### src/rtl/bp_resolve_ctrl_pkg.sv
// ---------------------------------------------------------------------------
// bp_resolve_ctrl_pkg
//   Shared definitions for the branch-resolution controller.
//   - PC_W / INST_STEP : fetch address width and sequential instruction step
//   - state_t          : resolution FSM state codes (IDLE=0, SQUASH=1)
//   - seq_pc()         : fall-through PC of an instruction (wraps mod 2^PC_W)
// ---------------------------------------------------------------------------
package bp_resolve_ctrl_pkg;

    localparam int              PC_W      = 32;
    localparam logic [PC_W-1:0] INST_STEP = 32'd4;

    typedef enum logic {
        IDLE   = 1'b0,
        SQUASH = 1'b1
    } state_t;

    // Natural modulo-2^PC_W arithmetic gives the required wrap at 0xFFFFFFFC.
    function automatic logic [PC_W-1:0] seq_pc(input logic [PC_W-1:0] pc);
        return pc + INST_STEP;
    endfunction

endpackage

### src/rtl/bp_resolve_ctrl_sat_cnt.sv
// ---------------------------------------------------------------------------
// bp_sat_cnt
//   CNT_W-bit event counter that increments on inc and sticks at all-ones.
//   Ports:
//     clk   in   clock
//     rst_n in   asynchronous active-low reset (clears the count)
//     inc   in   count one event this cycle
//     cnt   out  current count
// ---------------------------------------------------------------------------
module bp_sat_cnt #(
    parameter int CNT_W = 32
) (
    input  logic             clk,
    input  logic             rst_n,
    input  logic             inc,
    output logic [CNT_W-1:0] cnt
);

    always_ff @(posedge clk or negedge rst_n) begin
        if (!rst_n) begin
            cnt <= '0;
        end else if (inc && (cnt != {CNT_W{1'b1}})) begin
            cnt <= cnt + CNT_W'(1);
        end
    end

endmodule

### src/rtl/bp_resolve_ctrl.sv
// ---------------------------------------------------------------------------
// bp_resolve_ctrl
//   Resolution/update controller for the IF-stage branch predictor.
//   The IF-stage prediction is carried alongside the instruction into ID,
//   compared with the resolved outcome, and turned into registered one-cycle
//   predictor/BTB update strobes. A mispredict redirects fetch and kills the
//   next SQUASH_CYC wrong-path cycles. Saturating counters track resolved
//   branches/jumps and mispredicts.
//
//   Ports:
//     clk, rst_n          clock, asynchronous active-low reset
//     stall_id            IF/ID held: no capture, no resolution
//     pc_if, sel_bj_pc_if, pre_taken_if, pre_bjpc_if   IF-stage prediction
//     id_valid, id_is_branch, id_is_jump, id_taken, id_target  ID resolution
//     ud_pdt, ud_BTB      direction-table / BTB update strobes
//     real_br_taken, real_bjpc, pc_upd   update payload
//     redirect, redirect_pc               fetch correction
//     flush               kill IF/ID contents (wrong path)
//     br_cnt, mis_cnt     saturating performance counters
// ---------------------------------------------------------------------------
module bp_resolve_ctrl
    import bp_resolve_ctrl_pkg::*;
#(
    parameter int SQUASH_CYC = 2,
    parameter int CNT_W      = 32
) (
    input  logic             clk,
    input  logic             rst_n,
    input  logic             stall_id,
    input  logic [31:0]      pc_if,
    input  logic             sel_bj_pc_if,
    input  logic             pre_taken_if,
    input  logic [31:0]      pre_bjpc_if,
    input  logic             id_valid,
    input  logic             id_is_branch,
    input  logic             id_is_jump,
    input  logic             id_taken,
    input  logic [31:0]      id_target,
    output logic             ud_pdt,
    output logic             ud_BTB,
    output logic             real_br_taken,
    output logic [31:0]      real_bjpc,
    output logic [31:0]      pc_upd,
    output logic             redirect,
    output logic [31:0]      redirect_pc,
    output logic             flush,
    output logic [CNT_W-1:0] br_cnt,
    output logic [CNT_W-1:0] mis_cnt
);

    localparam logic [2:0] SQ_LOAD = 3'(SQUASH_CYC - 1);

    state_t          state_reg, state_next;
    logic [2:0]      sq_cnt_reg, sq_cnt_next;

    logic            pr_sel_reg;
    logic [PC_W-1:0] pr_tgt_reg;
    logic [PC_W-1:0] pr_pc_reg;

    logic            res;
    logic            act;
    logic            tgt_diff;
    logic            mis;
    logic            btb_wr;
    logic [PC_W-1:0] correct_pc;

    // A predicted redirect already implies a taken prediction, so the
    // separate direction bit carries no extra information for resolution.
    logic            unused_pre_taken;
    assign unused_pre_taken = pre_taken_if;

    // Wrong-path cycles are killed purely from the FSM state.
    assign flush = (state_reg == SQUASH);

    // ---------------- prediction register (travels IF -> ID) ----------------
    always_ff @(posedge clk or negedge rst_n) begin
        if (!rst_n) begin
            pr_sel_reg <= 1'b0;
            pr_tgt_reg <= '0;
            pr_pc_reg  <= '0;
        end else if (flush) begin
            // Whatever sits in IF during a squash is wrong path: insert a bubble.
            pr_sel_reg <= 1'b0;
            pr_tgt_reg <= '0;
            pr_pc_reg  <= '0;
        end else if (!stall_id) begin
            pr_sel_reg <= sel_bj_pc_if;
            pr_tgt_reg <= pre_bjpc_if;
            pr_pc_reg  <= pc_if;
        end
    end

    // ---------------- resolution / mispredict compare ----------------
    always_comb begin
        res        = id_valid && !stall_id && (state_reg == IDLE) &&
                     (id_is_branch || id_is_jump);
        act        = id_is_jump || (id_is_branch && id_taken);
        tgt_diff   = (id_target != pr_tgt_reg);
        correct_pc = act ? id_target : seq_pc(pr_pc_reg);
        // Taken-and-predicted-taken still mispredicts if the target differs.
        mis        = res && ((act != pr_sel_reg) || (act && pr_sel_reg && tgt_diff));
        btb_wr     = res && act && (!pr_sel_reg || tgt_diff);
    end

    // ---------------- FSM ----------------
    always_ff @(posedge clk or negedge rst_n) begin
        if (!rst_n) begin
            state_reg  <= IDLE;
            sq_cnt_reg <= '0;
        end else begin
            state_reg  <= state_next;
            sq_cnt_reg <= sq_cnt_next;
        end
    end

    always_comb begin
        state_next  = state_reg;
        sq_cnt_next = sq_cnt_reg;
        case (state_reg)
            IDLE: begin
                if (mis) begin
                    state_next  = SQUASH;
                    sq_cnt_next = SQ_LOAD;
                end
            end
            SQUASH: begin
                if (sq_cnt_reg == 3'd0) begin
                    state_next = IDLE;
                end else begin
                    sq_cnt_next = sq_cnt_reg - 3'd1;
                end
            end
            default: begin
                state_next  = IDLE;
                sq_cnt_next = '0;
            end
        endcase
    end

    // ---------------- registered update / redirect outputs ----------------
    always_ff @(posedge clk or negedge rst_n) begin
        if (!rst_n) begin
            ud_pdt        <= 1'b0;
            ud_BTB        <= 1'b0;
            real_br_taken <= 1'b0;
            real_bjpc     <= '0;
            pc_upd        <= '0;
            redirect      <= 1'b0;
            redirect_pc   <= '0;
        end else begin
            ud_pdt        <= res && id_is_branch;
            ud_BTB        <= btb_wr;
            real_br_taken <= act;
            real_bjpc     <= id_target;
            pc_upd        <= pr_pc_reg;
            redirect      <= mis;
            if (mis) begin
                redirect_pc <= correct_pc;
            end
        end
    end

    // ---------------- performance counters ----------------
    bp_sat_cnt #(.CNT_W(CNT_W)) u_br_cnt (
        .clk   (clk),
        .rst_n (rst_n),
        .inc   (res),
        .cnt   (br_cnt)
    );

    bp_sat_cnt #(.CNT_W(CNT_W)) u_mis_cnt (
        .clk   (clk),
        .rst_n (rst_n),
        .inc   (mis),
        .cnt   (mis_cnt)
    );

endmodule

### config.mk
export PLATFORM = sky130hd
export DESIGN_NAME = bp_resolve_ctrl
export DESIGN_NICKNAME = d
export VERILOG_FILES = /design/src/rtl/bp_resolve_ctrl_pkg.sv /design/src/rtl/bp_resolve_ctrl_sat_cnt.sv /design/src/rtl/bp_resolve_ctrl.sv
export SDC_FILE = /design/constraint.sdc
export NUM_CORES = 1
export LEC_CHECK = 0
export CAP_MARGIN = 20
export CORE_ASPECT_RATIO = 0.7
export CORE_MARGIN = 2
export CORE_UTILIZATION = 48
export CTS_CLUSTER_DIAMETER = 80
export DETAILED_ROUTE_END_ITERATION = 16
export PLACE_DENSITY = 0.91
export SETUP_SLACK_MARGIN = 0.02
export SYNTH_ARGS = -nofsm -noshare
export SYNTH_HDL_FRONTEND = slang
export SYNTH_SLANG_ARGS = --single-unit
### constraint.sdc
create_clock -name clk -period 2.5 [get_ports clk]
set_input_delay 0.375 -clock clk [delete_from_list [all_inputs] [get_ports clk]]
set_output_delay 0.375 -clock clk [all_outputs]
set_load 0.1 [all_outputs]
==> summary.txt, run 1 <==
Cell variety after synth -> 46
DRT met1 WL -> 12480 um
mean post-synth cell area -> 11.48 um2
Worst Max-Slew Pin Slew -> 0.8952 ns
Max Used Layer -> met4
hold slack -> 0.2450 ns
met2 routed WL -> 12740 um
slowest stage cell, crit path -> or4b_4
final hold vios -> 0
PwrDens -> 1126 nW/um2
TritonCTS Buffers -> 23
I/O pin count -> 270
share of post-route cells with drive strength above 1 -> 29.61%
depth of the worst hold-timing path -> 3
CP peak stage delay -> 0.52 ns
IO Port Bufs -> 268
antenna violations before repair -> 0
Final Max Slew Viols -> 0
row count -> 43
clk root buf -> clkbuf_16
Chip Height -> 123.7 um
number of synthesized flops with an enable pin -> 0
HP Class -> input port to flip-flop
CP Cell Sequence -> ha_4 -> and4_4 -> or4b_4 -> or3_4 -> nor2_2 -> xor2_1 -> mux2i_1 -> o21ai_1
register area share after synthesis -> 59.38%
ys flop type -> dfrtp_1
ANT cells -> 0
Area growth, synth to finish -> 41.81%
Routability Congestion -> 0.8629
Worst Path Max Fanout -> 3
Max Cap Violations -> 0
Async S/R FF share, synth -> 100.0%
gr ovfl total -> 0
crit path launch type -> flip-flop
Netlist Area Pre-Place -> 9819 um2
maximum number of pins on one net before global-route repair -> 68
total power draw -> 0.01568 W
DRT iter0 DRCs -> 683
CTS sink cnt -> 233
clock skew -> 0.01621 ns
static leakage -> 6.539 nW
Post-Synthesis Cells -> 855
CTS tree -> yes
worst skew pair latency -> 0.50 ns
CTS clock-pin slew for the worst setup and hold paths -> 0.06 ns
fin crit share -> 94.58%
syn_nets -> 966
Total GRT Usage -> 25.90%
Req. time, crit path -> 2.93 ns
Die X -> 175.0 um
RSZ-0062 raised after global routing -> no
#FFs+latches synth -> 233
Avg Vias per Cell -> 5.261
DR pass1 iterations -> 5
vias in the first global route -> 7857
cells on worst reg2reg path -> 8
Max Fclk -> 0.4229 GHz
slew margin rel. -> 40.32%
Worst Path Arrival -> 2.79 ns
DR WL met3 -> 2004 um
Final ANT Viol Nets -> 0
post-DP HPWL -> 20580 um
setup TNS -> 0 ns
crit end category -> flip-flop
Final nets -> 1314
min Tclk post-route -> 2.364 ns
Core ar. -> 19910 um2
worst slack at placement -> -0.2846 ns
VDD IR max -> 1102 uV
drc violations -> 0
Clock Path Buffers -> 3
DR vias -> 7834
WS Path Type -> flip-flop to flip-flop
wire per inst -> 18.79 um
Ys Warns -> 0
Starting Density -> 49.33%
status -> complete, no violations
H-tree level count -> 1
PnR worst setup slack -> 0.1356 ns
final setup vio count -> 0
first-pass GRT wire length -> 43300 um
Routed WL -> 27970 um
FILL cells -> 1409
die area -> 21640 um2
## layout make-up
type / count / area [um2] / area share, %
sequential: 233 / 5912 / 42.46
timing repair buffer: 357 / 3009 / 21.61
inverter: 12 / 45.04 / 0.3235
multi-input combinational: 576 / 3860 / 27.72
clock inverter: 6 / 80.08 / 0.5751
tap: 270 / 337.8 / 2.426
clock buffer: 35 / 680.7 / 4.888
## per-stage QoR
stage / instance area [um2] / std cells / util, %
after floorplan: 9926 / 855 / -
after global placement: 13110 / 1444 / 65.84
after detailed placement: 13110 / 1444 / 65.84
after CTS: 13880 / 1486 / 69.73
after global routing: 13920 / 1489 / 69.95
final: 13920 / 1489 / 69.95
## cell usage after synthesis (all sizes together), types with 12 or more instances
cell | n | share of area, %
dfrtp | 233 | 59
nor2 | 102 | 3.9
xnor2 | 89 | 7.9
mux2i | 79 | 8.1
nand2 | 65 | 2.5
nand4 | 38 | 2.5
o21ai | 37 | 1.9
nand3 | 33 | 1.7
xor2 | 30 | 2.7
buf | 21 | 0.94
a21oi | 19 | 0.97
and3 | 17 | 1.1
nor3 | 14 | 0.82
clkbuf | 13 | 0.50
inv | 12 | 0.46
## report_power, final
part	internal (W)	switching (W)
registers	0.00466	0.000688
logic	0.00166	0.00519
clock network	0.00208	0.00141
## critical path, delay by kind of cell, from the launching register on
kind                     cells  cell delay, ns
multiplexers                 1            0.11
flip-flops                   1            0.41
AND/OR/NAND/NOR              4            1.28
AO/OA/AOI/OAI                1            0.14
adder cells (fa/ha/maj)      1            0.17
XOR/XNOR                     1            0.18
## layout by cell type (no fill, tap or decap), types with 23 or more instances in the layout
master	instances
nor2_1	100
nand2_1	65
xor2_1	30
xnor2_1	89
o21ai_0	33
nand4_1	37
mux2i_1	79
dfrtp_2	44
clkdlybuf4s50_1	101
nand3_1	33
dfrtp_1	182
buf_4	248
clkbuf_16	23
## worst paths after layout
path,start,to,slack [ns]
max,pr_pc_reg[3],redirect_pc[26],0.14
min,stall_id,ud_pdt,0.24
max reg2reg,pr_pc_reg[3],redirect_pc[26],0.14
min reg2reg,pr_pc_reg[0],pc_upd[0],0.40
max in group asynchronous,rst_n,real_bjpc[18],1.38
min in group asynchronous,rst_n,real_bjpc[29],0.41
## kinds of logic (layout without fill, tap and decap cells)
kind of cell / Yosys count / count (layout) / share of synthesized area [%]
AND/OR/NAND/NOR: 301 / 301 / 14.95
flip-flops: 233 / 233 / 59.38
XOR/XNOR: 119 / 119 / 10.61
multiplexers: 81 / 81 / 8.282
AO/OA/AOI/OAI: 69 / 69 / 4.116
buffers and inverters: 46 / 410 / 1.899
adder cells (fa/ha/maj): 6 / 6 / 0.7645
## layer usage
| metal | vias to the layer above | global-route usage [%] |
|---|---|---|
| met3 | 56 | 4.884 |
| met5 | - | 0 |
| met2 | 324 | 41.43 |
| met1 | 3835 | 36.73 |
| li1 | 3619 | - |
| met4 | 0 | 7.135 |
## what timing repair did
item	in CTS	in global routing
endpoints found under the hold margin	54	0
pin swaps	0	2
buffers inserted	0	3
resized for setup	1	5
hold buffers	1	0
setup endpoints to repair	3	5
(Power assumes the default switching activity.)
==> inputs of run 2 (changes only) <==
==> constraint.sdc (replaced) <==
create_clock -name clk -period 2.4 [get_ports clk]
set_input_delay 0.36 -clock clk [delete_from_list [all_inputs] [get_ports clk]]
set_output_delay 0.36 -clock clk [all_outputs]
set_load 0.1 [all_outputs]
==> run 2 against run 1 <==
Clock power barely moved. Cell count did not move. Utilization rose by 1.2 points. Clock skew fell by 0.0051 ns. Largest power group unchanged. Critical endpoint is now u_mis_cnt.cnt[12].
==> summary.txt, run 2 (same netlist as run 1, synthesis figures left out) <==
Area growth, synth to finish -> 44.14%
HP Class -> input port to flip-flop
share of post-route cells with drive strength above 1 -> 32.24% (+2.6 points)
fin crit share -> 97.89% (+3.3 points)
TritonCTS Buffers -> 23 (unchanged)
clock skew -> 0.01113 ns (-0.005085 ns)
DR pass1 iterations -> 5 (unchanged)
DR vias -> 7954 (+1.5%)
Total GRT Usage -> 25.96% (+0.064 points)
Avg Vias per Cell -> 5.342 (+1.5%)
Final Max Slew Viols -> 0 (unchanged)
antenna violations before repair -> 0 (unchanged)
worst slack at placement -> -0.3356 ns (-0.05106 ns)
Final nets -> 1314 (unchanged)
Worst Path Max Fanout -> 11 (+8)
vias in the first global route -> 7844 (-0.17%)
WP buf/inv -> 1 (+1)
WS Path Type -> flip-flop to flip-flop
fin area -> 14150 um2 (+1.6%)
worst skew pair latency -> 0.51 ns (about the same)
slew margin rel. -> 33.50% (-6.8 points)
status -> complete, no violations
VDD IR max -> 1083 uV (-1.7%)
Final ANT Viol Nets -> 0 (unchanged)
maximum number of pins on one net before global-route repair -> 64 (-5.9%)
commonest non-fill, non-tap cells in the layout -> buf_4 (243), dfrtp_1 (177), clkdlybuf4s50_1 (101)
CTS sink cnt -> 233 (unchanged)
Max Fclk -> 0.4256 GHz (+0.64%)
row count -> 43 (unchanged)
first-pass GRT wire length -> 43440 um (+0.33%)
placed inst area -> 13220 um2 (+0.87%)
wire per inst -> 19.30 um (+2.7%)
Routability Congestion -> 0.8381 (-2.9%)
CP Cell Sequence -> and4_1 -> and3_1 -> and2_4 -> a41oi_2 -> o21a_1 -> buf_12 -> or4b_4 -> xnor2_1
Die X -> 175.0 um (unchanged)
FILL cells -> 1373 (-2.6%)
Worst Path Arrival -> 2.74 ns (-0.05 ns)
gr ovfl total -> 0 (unchanged)
PnR worst setup slack -> 0.05056 ns (-0.08501 ns)
clk root buf -> clkbuf_16
DRT iter0 DRCs -> 616 (-9.8%)
crit path launch type -> flip-flop
final setup vio count -> 0 (unchanged)
Core ar. -> 19910 um2 (unchanged)
I/O pin count -> 270 (unchanged)
Starting Density -> 49.33% (unchanged)
Chip Height -> 123.7 um (unchanged)
CTS tree -> yes
H-tree level count -> 1 (unchanged)
Routed WL -> 28740 um (+2.7%)
post-DP HPWL -> 20450 um (-0.62%)
Worst Max-Slew Pin Slew -> 0.9976 ns (+0.1024 ns)
Clock Path Buffers -> 3 (unchanged)
final hold vios -> 0 (unchanged)
crit end category -> flip-flop
ANT cells -> 0 (unchanged)
CTS clock-pin slew for the worst setup and hold paths -> 0.06 ns (about the same)
slowest stage cell, crit path -> dfrtp_4
static leakage -> 6.620 nW (+1.2%)
CP peak stage delay -> 0.47 ns (-0.05 ns)
min Tclk post-route -> 2.349 ns (-0.01499 ns)
PwrDens -> 1154 nW/um2 (+2.4%)
die area -> 21640 um2 (unchanged)
most common cell after layout, fill and taps aside -> buf_4
Max Cap Violations -> 0 (unchanged)
IO Port Bufs -> 268 (unchanged)
drc violations -> 0 (unchanged)
Req. time, crit path -> 2.79 ns (-0.14 ns)
CP delay by family, top -> simple AND/OR/NAND/NOR gates
hold slack -> 0.2246 ns (-0.02034 ns)
RSZ-0062 raised after global routing -> yes
==> run 2: cell types whose count changed in the layout (fill, tap and decap cells not counted), sizes merged <==
cell	previous run	this run
buf	255	254
bufbuf	0	1
bufinv	2	1
clkbuf	35	34
clkinv	4	5
clkinvlp	0	1
==> run 2: area by class of cell <==
type	count	area, um2	share of cell area, %
clock inverter	7	62.56	0.4420
sequential	233	5938	41.96
tap	270	337.8	2.387
multi-input combinational	576	4039	28.54
inverter	12	45.04	0.3182
timing repair buffer	357	3084	21.79
clock buffer	34	646.9	4.570
==> run 2: path summary, 6_finish.rpt <==
check                                  startpoint           endpoint  slack (ns)  depth (start not counted)
worst min-delay path                     stall_id             ud_pdt        0.22                          3
worst max-delay path            u_mis_cnt.cnt[24]  u_mis_cnt.cnt[12]        0.05                          8
worst min register to register      pr_pc_reg[31]         pc_upd[31]        0.42                          0
min in group asynchronous                   rst_n      real_bjpc[29]        0.38                          2
worst max register to register  u_mis_cnt.cnt[24]  u_mis_cnt.cnt[12]        0.05                          8
max in group asynchronous                   rst_n     pr_tgt_reg[24]        1.27                          3
==> run 2: per-layer routing <==
layer  wire, um  track usage [%]
met5          0                0
met3       2112            5.983
met1      12460            36.16
met4        724            5.990
met2      13440            41.97
==> run 2: power by group <==
| group | switching [W] | total (W) | internal, W |
|---|---|---|---|
| combinational | 0.00547 | 0.00728 | 0.00181 |
| clock | 0.00149 | 0.00346 | 0.00197 |
| sequential | 0.000737 | 0.00559 | 0.00485 |
==> run 2: timing repair <==
item                                    4_1_cts  5_1_grt
endpoints found under the hold margin        55        0
cloned                                        1        0
buffers inserted                              1        5
resized for setup                             3       24
pin swaps                                     0        4
endpoints found under the setup margin        5       32
hold buffers                                  1        0
==> run 2: worst reg2reg max path, stage by stage (launching register included) <==
cell     delay (ns)
dfrtp_4        0.47
and4_1         0.24
and3_1         0.23
and2_4         0.20
a41oi_2        0.17
o21a_1         0.21
buf_12         0.14
or4b_4         0.46
xnor2_1        0.13
==> run 2: through the flow <==
stage          util [%]  power (W)  setup TNS, ns  cells
2_1_floorplan         -    0.01067       -0.01585    855
3_3_place_gp      66.41    0.01264         -13.65   1440
3_5_place_dp      66.41    0.01280         -14.59   1440
4_1_cts           70.26    0.01630              0   1484
5_1_grt           71.10    0.01697              0   1489
6_report          71.10    0.01633              0   1489
==> inputs of run 3 (changes only) <==
--- a/config.mk
+++ b/config.mk
@@ -8,11 +8,13 @@
 export CAP_MARGIN = 20
 export CORE_ASPECT_RATIO = 0.7
 export CORE_MARGIN = 2
-export CORE_UTILIZATION = 48
+export CORE_UTILIZATION = 49
 export CTS_CLUSTER_DIAMETER = 80
 export DETAILED_ROUTE_END_ITERATION = 16
+export HOLD_SLACK_MARGIN = 0.06
 export PLACE_DENSITY = 0.91
 export SETUP_SLACK_MARGIN = 0.02
 export SYNTH_ARGS = -nofsm -noshare
 export SYNTH_HDL_FRONTEND = slang
+export SYNTH_HIERARCHICAL = 1
 export SYNTH_SLANG_ARGS = --single-unit
==> run 3 against run 2 <==
The flow now finishes with violations (setup timing). Clock-buffer cell count rose by 2. Largest power group unchanged. Routed wire length rose by 8.0%. Critical path depth rose by 5. Critical path type unchanged.
==> summary.txt, run 3 <==
post-DP HPWL -> 22430 um (+9.7%)
most frequent cells after synthesis -> dfrtp_1 (233), nor2_1 (92), nand2_1 (78)
FF-to-FF setup slack -> -0.14 ns (-0.20 ns)
syn_nets -> 987 (+2.2%)
Total GRT Usage -> 27.96% (+2.0 points)
Cell variety after synth -> 46 (unchanged)
Logic pwr share -> 44.8% (+0.2 points)
mean post-synth cell area -> 11.73 um2 (+2.1%)
Core ar. -> 20640 um2 (+3.7%)
final setup vio count -> 54 (+54)
DR vias -> 8350 (+5.0%)
static leakage -> 6.667 nW (+0.72%)
Post-Synthesis Cells -> 876 (+2.5%)
gr ovfl total -> 0 (unchanged)
Async S/R FF share, synth -> 100.0% (unchanged)
DRT iter0 DRCs -> 657 (+6.7%)
Routed WL -> 31050 um (+8.0%)
register area -> 5888 um2 (-0.84%)
Worst Path Arrival -> 2.93 ns (+0.19 ns)
TritonCTS Buffers -> 23 (unchanged)
Req. time, crit path -> 2.79 ns (about the same)
most common cell after layout, fill and taps aside -> buf_4
Multi-input gate area -> 4463 um2 (+11%)
depth of the worst hold-timing path -> 2 (-1)
Cell Count Post-Placement -> 1465 (+1.7%)
maximum number of pins on one net before global-route repair -> 81 (+27%)
fin crit share -> 106.0% (+8.1 points)
ys flop type -> dfrtp_1
PnR worst setup slack -> -0.1447 ns (-0.1952 ns)
CTS clock-pin slew for the worst setup and hold paths -> 0.06 ns (about the same)
#FFs+latches synth -> 233 (unchanged)
share of post-route cells with drive strength above 1 -> 31.90% (-0.34 points)
first-pass GRT wire length -> 47970 um (+10%)
FILL cells -> 1474 (+7.4%)
Area growth, synth to finish -> 40.63%
min Tclk post-route -> 2.545 ns (+0.1952 ns)
vias in the first global route -> 8399 (+7.1%)
Final ANT Viol Nets -> 0 (unchanged)
cells on worst reg2reg path -> 13 (+5)
status -> complete, but fails checks
Starting Density -> 49.75% (+0.42 points)
clk root buf -> clkbuf_16
sw frac -> 47.62% (+0.51 points)
Chip Height -> 125.1 um (+1.2%)
Worst Path Max Fanout -> 6 (-5)
clock skew -> 0.01931 ns (+0.008189 ns)
RSZ-0062 raised after global routing -> yes
NetSw -> 0.007805 W (+1.5%)
Avg Vias per Cell -> 5.522 (+3.4%)
slew margin rel. -> 45.20% (+12 points)
commonest non-fill, non-tap cells in the layout -> buf_4 (236), dfrtp_1 (189), clkdlybuf4s50_1 (100)
VDD IR max -> 829.4 uV (-23%)
count leader, synth -> dfrtp_1
Clock power frac -> 20.9% (-0.3 points)
PwrDens -> 1135 nW/um2 (-1.6%)
Final Max Slew Viols -> 0 (unchanged)
H-tree level count -> 1 (unchanged)
internal power -> 0.008584 W (-0.60%)
I/O pin count -> 270 (unchanged)
DR pass1 iterations -> 5 (unchanged)
cell taking the most area after synthesis -> dfrtp_1
Worst Max-Slew Pin Slew -> 0.8220 ns (-0.1755 ns)
row count -> 44 (+2.3%)
IO Port Bufs -> 268 (unchanged)
hold slack -> 0.3793 ns (+0.1547 ns)
final hold vios -> 0 (unchanged)
failing checks -> setup timing
register area share after synthesis -> 56.77% (-2.6 points)
number of synthesized flops with an enable pin -> 0 (unchanged)
WS Path Type -> flip-flop to flip-flop
HP Class -> input port to flip-flop
Max Cap Violations -> 0 (unchanged)
Routability Congestion -> 0.8999 (+7.4%)
largest cells by area after synthesis -> dfrtp_1 (57%), mux2i_1 (6.3%), xnor2_1 (5.3%)
Synth top area share -> 56.77% (-2.6 points)
antenna violations before repair -> 1 (+1)
Final nets -> 1331 (+1.3%)
worst slack at placement -> -0.8599 ns (-0.5243 ns)
Max Fclk -> 0.3930 GHz (-7.7%)
die area -> 22150 um2 (+2.4%)
crit path launch type -> flip-flop
CTS sink cnt -> 233 (unchanged)
Layout Cells excl Fill -> 1512 (+1.5%)
drc violations -> 0 (unchanged)
worst skew pair latency -> 0.50 ns (about the same)
wire per inst -> 20.53 um (+6.4%)
Ys Warns -> 6 (+6)
Clock Path Buffers -> 3 (unchanged)
Netlist Area Pre-Place -> 10270 um2 (+4.6%)
Die X -> 177.0 um (+1.2%)
CTS tree -> yes
total power draw -> 0.01639 W (+0.38%)
crit end category -> flip-flop
Sequential Power Share -> 34.3% (about the same)
[run 3: changes by cell type after synthesis, moves of 8 or more]
cell     previous run  this run
mux2_1              0        27
nand3_1            33        41
xor2_1             30        55
nor2_1            102        92
a21oi_1            19         7
o21ai_0            34        25
xnor2_1            89        62
mux2i_1            79        65
and3_1             17         7
nand2_1            65        78
[run 3: metrics by stage]
step | instance area (um2) | util [%] | TNS [ns]
2_1_floorplan | 10370 | - | -6.557
3_3_place_gp | 13440 | 65.10 | -58.38
3_5_place_dp | 13440 | 65.10 | -53.08
4_1_cts | 14300 | 69.25 | -3.305
6_report | 14440 | 69.96 | -3.730
5_1_grt | 14440 | 69.95 | -8.149
[run 3: final cells by class]
type | count | area share (%)
diodes | 1 | 0.01732
clock buffers | 36 | 4.530
clock inverters | 4 | 0.3118
inverters | 9 | 0.2685
multi-input cells | 604 | 30.90
flip-flops and latches | 233 | 40.77
well taps | 276 | 2.391
repair buffers | 349 | 20.82
[run 3: worst max-delay path, cell delays in order (launching register included)]
cell and delay [ns]:
dfrtp_1 0.39, xor2_1 0.16, nor4_2 0.32, buf_4 0.16
nand4_1 0.18, nor2_4 0.22, a2bb2oi_4 0.19, clkinvlp_4 0.11
and3_4 0.19, nor2b_4 0.15, buf_6 0.13, nand2_2 0.06
nor3_2 0.04, xor2_1 0.14
[run 3: final timing paths]
path | startpoint | end
max | pr_tgt_reg[31] | u_mis_cnt/cnt[19]
min | id_target[12] | real_bjpc[12]
max reg2reg | pr_tgt_reg[31] | u_mis_cnt/cnt[19]
min reg2reg | pr_pc_reg[1] | pc_upd[1]
max in group asynchronous | rst_n | u_br_cnt/cnt[28]
min in group asynchronous | rst_n | pc_upd[12]
[run 3: cell families (layout without fill, tap and decap cells)]
family                   Yosys count  count (layout)  share of synthesized area [%]
AND/OR/NAND/NOR                  332             332                          17.31
flip-flops                       233             233                          56.77
XOR/XNOR                         117             117                          9.977
multiplexers                     101             101                          10.28
AO/OA/AOI/OAI                     48              48                          3.082
buffers and inverters             39             398                          1.852
adder cells (fa/ha/maj)            6               6                         0.7309
other                              0               1                              0
[run 3: per-layer routing]
| metal | routed length [um] | vias to the layer above | global-route usage [%] | part of all wire [%] |
|---|---|---|---|---|
| li1 | - | 3760 | - | - |
| met1 | 14220 | 4178 | 42.17 | 46 |
| met2 | 13630 | 350 | 41.63 | 44 |
| met3 | 2348 | 60 | 5.779 | 7.6 |
| met4 | 831 | 2 | 6.466 | 2.7 |
| met5 | 13 | - | 0 | 0.042 |
[run 3: power by group through the flow]
stage / Sequential, W / Clock [W] / Combinational [W]
after CTS: 0.00560 / 0.00349 / 0.00732
final: 0.00562 / 0.00342 / 0.00735
after global placement: 0.00559 / 0 / 0.00713
after detailed placement: 0.00564 / 0 / 0.00722
after global routing: 0.00575 / 0.00365 / 0.00762
after floorplan: 0.00947 / 0 / 0.00129
[run 3: timing repair]
action | CTS | global route
hold buffers | 1 | 0
resized for setup | 23 | 17
pin swaps | 18 | 20
buffers inserted | 2 | 2
endpoints found under the hold margin | 76 | 0
setup endpoints to repair | 67 | 70
gates cloned | 1 | 2
